[config.mk]
export PLATFORM = sky130hd
export DESIGN_NAME = pwm_multi_ch
export DESIGN_NICKNAME = d
export VERILOG_FILES = /design/src/rtl/pwm_multi_ch.sv
export SDC_FILE = /design/constraint.sdc
export NUM_CORES = 1
export LEC_CHECK = 0
export ABC_CLOCK_PERIOD_IN_PS = 3150
export CORE_MARGIN = 8
export CORE_UTILIZATION = 50
export DETAILED_ROUTE_END_ITERATION = 16
export PLACE_DENSITY_LB_ADDON = 0.2
export SKIP_LAST_GASP = 1
export SYNTH_ARGS = -nofsm -noshare
export SYNTH_HDL_FRONTEND = slang
export SYNTH_SLANG_ARGS = --single-unit
[constraint.sdc]
create_clock -name clk -period 3.15 [get_ports clk]
set_clock_uncertainty 0.2 [all_clocks]
set_input_delay 0.945 -clock clk [delete_from_list [all_inputs] [get_ports clk]]
set_output_delay 0.945 -clock clk [all_outputs]
set_load 0.02 [all_outputs]
[src/rtl/pwm_multi_ch.sv]
// pwm_multi_ch: multi-channel PWM generator.
// One shared prescaler and period counter drive CH compare channels.
// Each channel has its own polarity, enable and double-buffered duty register.
// Period, mode and duty changes take effect only at period boundaries.
module pwm_multi_ch #(
   parameter int CH = 4,
   parameter int CW = 8,
   parameter int PW = 16,
   localparam int WCH = (CH > 1) ? $clog2(CH) : 1
) (
   input  logic           clk,
   input  logic           rst_n,
   input  logic           ena,
   input  logic [PW-1:0]  prescale,
   input  logic [CW-1:0]  period,
   input  logic           center,
   input  logic           wr_en,
   input  logic [WCH-1:0] wr_ch,
   input  logic [CW-1:0]  wr_duty,
   input  logic [CH-1:0]  ch_en,
   input  logic [CH-1:0]  ch_pol,
   output logic [CH-1:0]  pwm_out,
   output logic           period_tick
);

   typedef enum logic {
      DIR_UP   = 1'b0,
      DIR_DOWN = 1'b1
   } dir_t;

   localparam logic [PW-1:0] P_ONE = PW'(1);
   localparam logic [CW-1:0] C_ONE = CW'(1);

   logic [PW-1:0] pre_cnt;
   logic          tick;
   logic [CW-1:0] cnt;
   dir_t          dir;
   logic [CW-1:0] period_a;
   logic          center_a;
   logic [CW-1:0] duty_s [CH];
   logic [CW-1:0] duty_a [CH];
   logic          boundary;
   logic          bnd_q;
   logic [CH-1:0] raw;

   // Counter-advance strobe; >= lets a lowered prescale wrap immediately.
   always_comb begin
      tick = ena && (pre_cnt >= prescale);
   end

   // Prescaler: counts 0..prescale while running, frozen when ena is low.
   always_ff @(posedge clk or negedge rst_n) begin
      if (!rst_n) begin
         pre_cnt <= '0;
      end else if (ena) begin
         if (tick) pre_cnt <= '0;
         else      pre_cnt <= pre_cnt + P_ONE;
      end
   end

   // Boundary: the tick on which cnt returns to 0 for the active mode.
   always_comb begin
      boundary = 1'b0;
      if (tick) begin
         if (period_a == '0)
            boundary = 1'b1;
         else if (!center_a)
            boundary = (cnt == period_a);
         else if (dir == DIR_DOWN)
            boundary = (cnt == C_ONE);
         else
            boundary = (cnt == period_a) && (period_a <= C_ONE);
      end
   end

   // Period counter and direction, plus the boundary-loaded period/mode.
   always_ff @(posedge clk or negedge rst_n) begin
      if (!rst_n) begin
         cnt      <= '0;
         dir      <= DIR_UP;
         period_a <= '0;
         center_a <= 1'b0;
      end else if (boundary) begin
         cnt      <= '0;
         dir      <= DIR_UP;
         period_a <= period;
         center_a <= center;
      end else if (tick) begin
         if (!center_a) begin
            cnt <= cnt + C_ONE;
         end else if (dir == DIR_UP) begin
            if (cnt == period_a) begin
               dir <= DIR_DOWN;
               cnt <= cnt - C_ONE;
            end else begin
               cnt <= cnt + C_ONE;
            end
         end else begin
            cnt <= cnt - C_ONE;
         end
      end
   end

   // Duty shadow writes and boundary transfer; a write in the boundary
   // cycle lands in duty_s only, duty_a takes the pre-write value.
   always_ff @(posedge clk or negedge rst_n) begin
      if (!rst_n) begin
         for (int unsigned i = 0; i < CH; i++) begin
            duty_s[i] <= '0;
            duty_a[i] <= '0;
         end
      end else begin
         for (int unsigned i = 0; i < CH; i++) begin
            if (wr_en && (wr_ch == i[WCH-1:0])) duty_s[i] <= wr_duty;
            if (boundary)                       duty_a[i] <= duty_s[i];
         end
      end
   end

   // Per-channel compare against the active duty.
   always_comb begin
      raw = '0;
      for (int unsigned i = 0; i < CH; i++) begin
         raw[i] = (cnt < duty_a[i]);
      end
   end

   // Registered outputs; period_tick is delayed twice so it lines up with
   // the first pwm_out sample that reflects cnt=0 of the new period.
   always_ff @(posedge clk or negedge rst_n) begin
      if (!rst_n) begin
         pwm_out     <= '0;
         bnd_q       <= 1'b0;
         period_tick <= 1'b0;
      end else begin
         pwm_out     <= (ch_en & (raw ^ ch_pol)) | (~ch_en & ch_pol);
         bnd_q       <= boundary;
         period_tick <= bnd_q;
      end
   end

endmodule
==> flow_summary.toml <==
[worst_setup_path]
timing.rr.end = "period_a[2]"
cp-endpoint = "period_a[2]"
reg2reg_depth = 7
cp-end-kind = "flop"
cp.required_ns = 3.18
start_kind = "primary input"
path_delay_family = "buffers and inverters"
r2r_slack_ns = 0.46
crit_slowest_cell = "clkdlybuf4s50_1"
worstSetupPathType = "primary input to flop"
crit_path_start = "prescale[13]"
path_buf_inv = 4
path_cells = "clkdlybuf4s50_1, inv_1, ha_1, nand2_1, nor4_4, buf_4, and2_4, a21oi_4, nor2_8, buf_12, mux2_2"
cp.depth = 11
crit_fanout = 9
reg2reg_from = "period_a[7]"
arrival_ns = 3.16
cp_slowest_stage_delay_ns = 0.46

[floorplan]
start_util_pct = 51.2
fp.dieH_um = 124
die_w_um = 124
io_pins = 52
rows = 39
die_area_mm2 = 0.0153
fp.coreArea_mm2 = 0.0114

[global_route]
antenna_found_initial = 0
grt-ovfl-total = 0
grt_pass1_wl_mm = 22.4
grt_util_all_layers_pct = 18.6
grt_max_degree = 49
grt_pass1_vias = 4608

[flow_run]
maxCapViolations = 0

[logic_synthesis]
ys_warn_count = 0
synth.avg_cell_area_um2 = 10.2
synth-async-reset-ratio_pct = 100
synthFlopType = "dfrtp_1"
synth_nets = 663
syn_inst = 568
ys_seq_elements = 104
synth_edf_count = 0
ys_seq_area_share_pct = 44.7
synthesis.area_mm2 = 0.00582
ys_types = 48

[placement]
place.port_buffers = 51
post-place-ws_ns = -0.497
hpwl_mm = 9.82
gp_congestion = 0.837

[pwr]
seq_power_share_pct = 50.0
clock_power_share_pct = 35.0
ir_drop_mv = 0.314
power_density_mw_per_mm2 = 442
cellInternalPower_uw = 2290
swShare_pct = 26.1
combinationalPowerShare_pct = 15.0
p_leak_uw = 0.00329
power_switching_uw = 809

[status]
status = "complete, no violations"

[final_layout]
drive_above_1_share_pct = 16.0
multiInputGateArea_mm2 = 0.00297
n_antenna_cell = 0
fin_nets = 732
nFillCells = 924
syn_to_final_growth_pct = 20.3
regArea_mm2 = 0.00260
final_core_util_pct = 61.6

[cts]
cts_hold_buf = 0
clk_latency_ns = 0.35
cts.root.buffer_cell = "clkbuf_16"
h-tree-depth = 3
cts_tree = "done"
clk_path_buf_depth = 2
clkSlewWorstSetupHoldPaths_ns = 0.07
cts_buffers = 9
cts.sinks = 104

[sta]
min_period_over_period_pct = 99.2
setup_ws_ns = 0.0245
setup_viol = 0
worst_hold_slack_ns = 0.155
finalHoldViolCount = 0
slew_headroom_pct = 60.5
slew_violations = 0
worstMarginPinSlew_ns = 0.592
fin_crit_ns = 3.13
rsz0062_at_grt = "yes"
max_freq_mhz = 320

[routing]
detail_route.wl_per_cell_um = 17.1
drt_first_pass_iters = 4
viasPerCell = 5.74
routed_wirelength_mm = 13.4
dr_total_vias = 4509
drc = 0
drt_iter0_drc = 325
drtAntennaViolNets = 0

[min_path]
hold_path.class = "flop to flop"
whs_path_depth = 0
worstHoldStart = "bnd_q"
[worst min path at each step]
stage / to / slack, ns
floorplan: period_tick / 0.13
global placement: period_tick / 0.15
detailed placement: period_tick / 0.14
CTS: period_tick / 0.16
global route: period_tick / 0.18
finish: period_tick / 0.15
[layout by cell type (no fill, tap or decap), types with 3 or more instances in the layout]
cell,n
nand2_1,23
buf_4,23
dfrtp_1,104
a21oi_1,13
clkbuf_16,9
nand2b_1,11
ha_1,47
mux2_2,35
and3_1,7
nor3_1,3
a31oi_1,5
xor2_1,16
o21ai_0,46
nor4_1,9
a21o_1,9
xnor2_1,5
buf_12,4
a211oi_1,8
o21ai_2,3
o21ai_1,7
inv_1,54
o2bb2ai_1,6
nand4_1,6
or4_1,9
mux2_4,9
nand3_1,41
nor2_1,33
clkdlybuf4s50_1,49
nand3b_1,3
o31ai_1,3
[cells in the mapped netlist (2+ instances only)]
cell | count | share of area [%]
buf_2 | 6 | 0.52
dfrtp_1 | 104 | 45
o31ai_1 | 3 | 0.39
ha_1 | 48 | 10
buf_6 | 4 | 0.77
o2111ai_1 | 2 | 0.30
nand4b_1 | 2 | 0.30
xor2_1 | 16 | 2.4
a211o_1 | 2 | 0.30
a21o_1 | 9 | 1.2
nor2_1 | 33 | 2.1
or3_1 | 2 | 0.22
nand3_1 | 41 | 3.5
o2bb2ai_1 | 7 | 1.1
nand3b_1 | 3 | 0.39
a211oi_1 | 8 | 1.0
nand4_1 | 6 | 0.65
mux2_2 | 35 | 6.8
clkbuf_1 | 6 | 0.39
o21bai_1 | 2 | 0.26
mux2i_1 | 2 | 0.34
and2_1 | 3 | 0.32
mux2_4 | 9 | 2.3
nand2b_1 | 11 | 1.2
o21ai_0 | 56 | 4.8
nand2_1 | 24 | 1.5
xnor2_1 | 5 | 0.75
and3_1 | 7 | 0.75
a21oi_1 | 13 | 1.1
a31oi_1 | 6 | 0.65
or4_1 | 9 | 1.2
nor3_1 | 3 | 0.26
buf_1 | 2 | 0.13
inv_1 | 55 | 3.5
nor4_1 | 10 | 1.1
o22ai_1 | 2 | 0.22
[power by group through the flow]
stage	registers, uW	logic [uW]	clock network [uW]
global placement	1560	418	0
finish	1550	464	1080
floorplan	1550	253	0
CTS	1550	462	1100
global route	1570	515	1160
detailed placement	1570	441	0
[area by class of cell]
class,instances,share of cell area (%)
clock inverters,5,0.536
flip-flops and latches,104,37.2
well taps,143,2.56
multi-input cells,390,42.4
repair buffers,77,10.8
inverters,55,2.95
clock buffers,11,3.61
[state kept, by name, summed over array words and instances, names as in the netlist]
signal and cells:
pre_cnt 16, period_a 8, dir 1, center_a 1
period_tick 1, duty_a 32, cnt 8, bnd_q 1
pwm_out 4, duty_s 32
[routing by layer]
layer	up-vias	part of all wire (%)	global-route usage [%]
met5	-	0	0
met4	0	2.6	9.41
met3	29	4.7	3.58
met2	119	49	30.9
met1	2203	44	22.8
li1	2158	-	-
[timing repair]
item,4_1_cts,5_1_grt
endpoints found under the setup margin,51,48
resized for setup,8,19
pin swaps,4,2
setup buffers,0,1
[logic make-up after synthesis]
logic type	count (synthesis)	synth area share [%]
muxes	46	9.44
and+or+nand+nor	158	14.3
DFF	104	44.7
adders and majority gates	48	10.3
AOI/OAI and AO/OA	117	12.5
buffers and inverters	74	5.48
xor gates and xnor gates	21	3.16
[through the flow]
stage	TNS [ns]	total power (uW)	cells	cell area (um^2)
after detailed placement	-25.38	2010	768	6620
final	0	3100	785	7000
after floorplan	0	1800	568	5820
after CTS	0	3110	784	6960
after global placement	-21.75	1980	768	6620
after global routing	-0.170	3250	785	7000
Note: power is estimated with default switching activity, not from simulation.
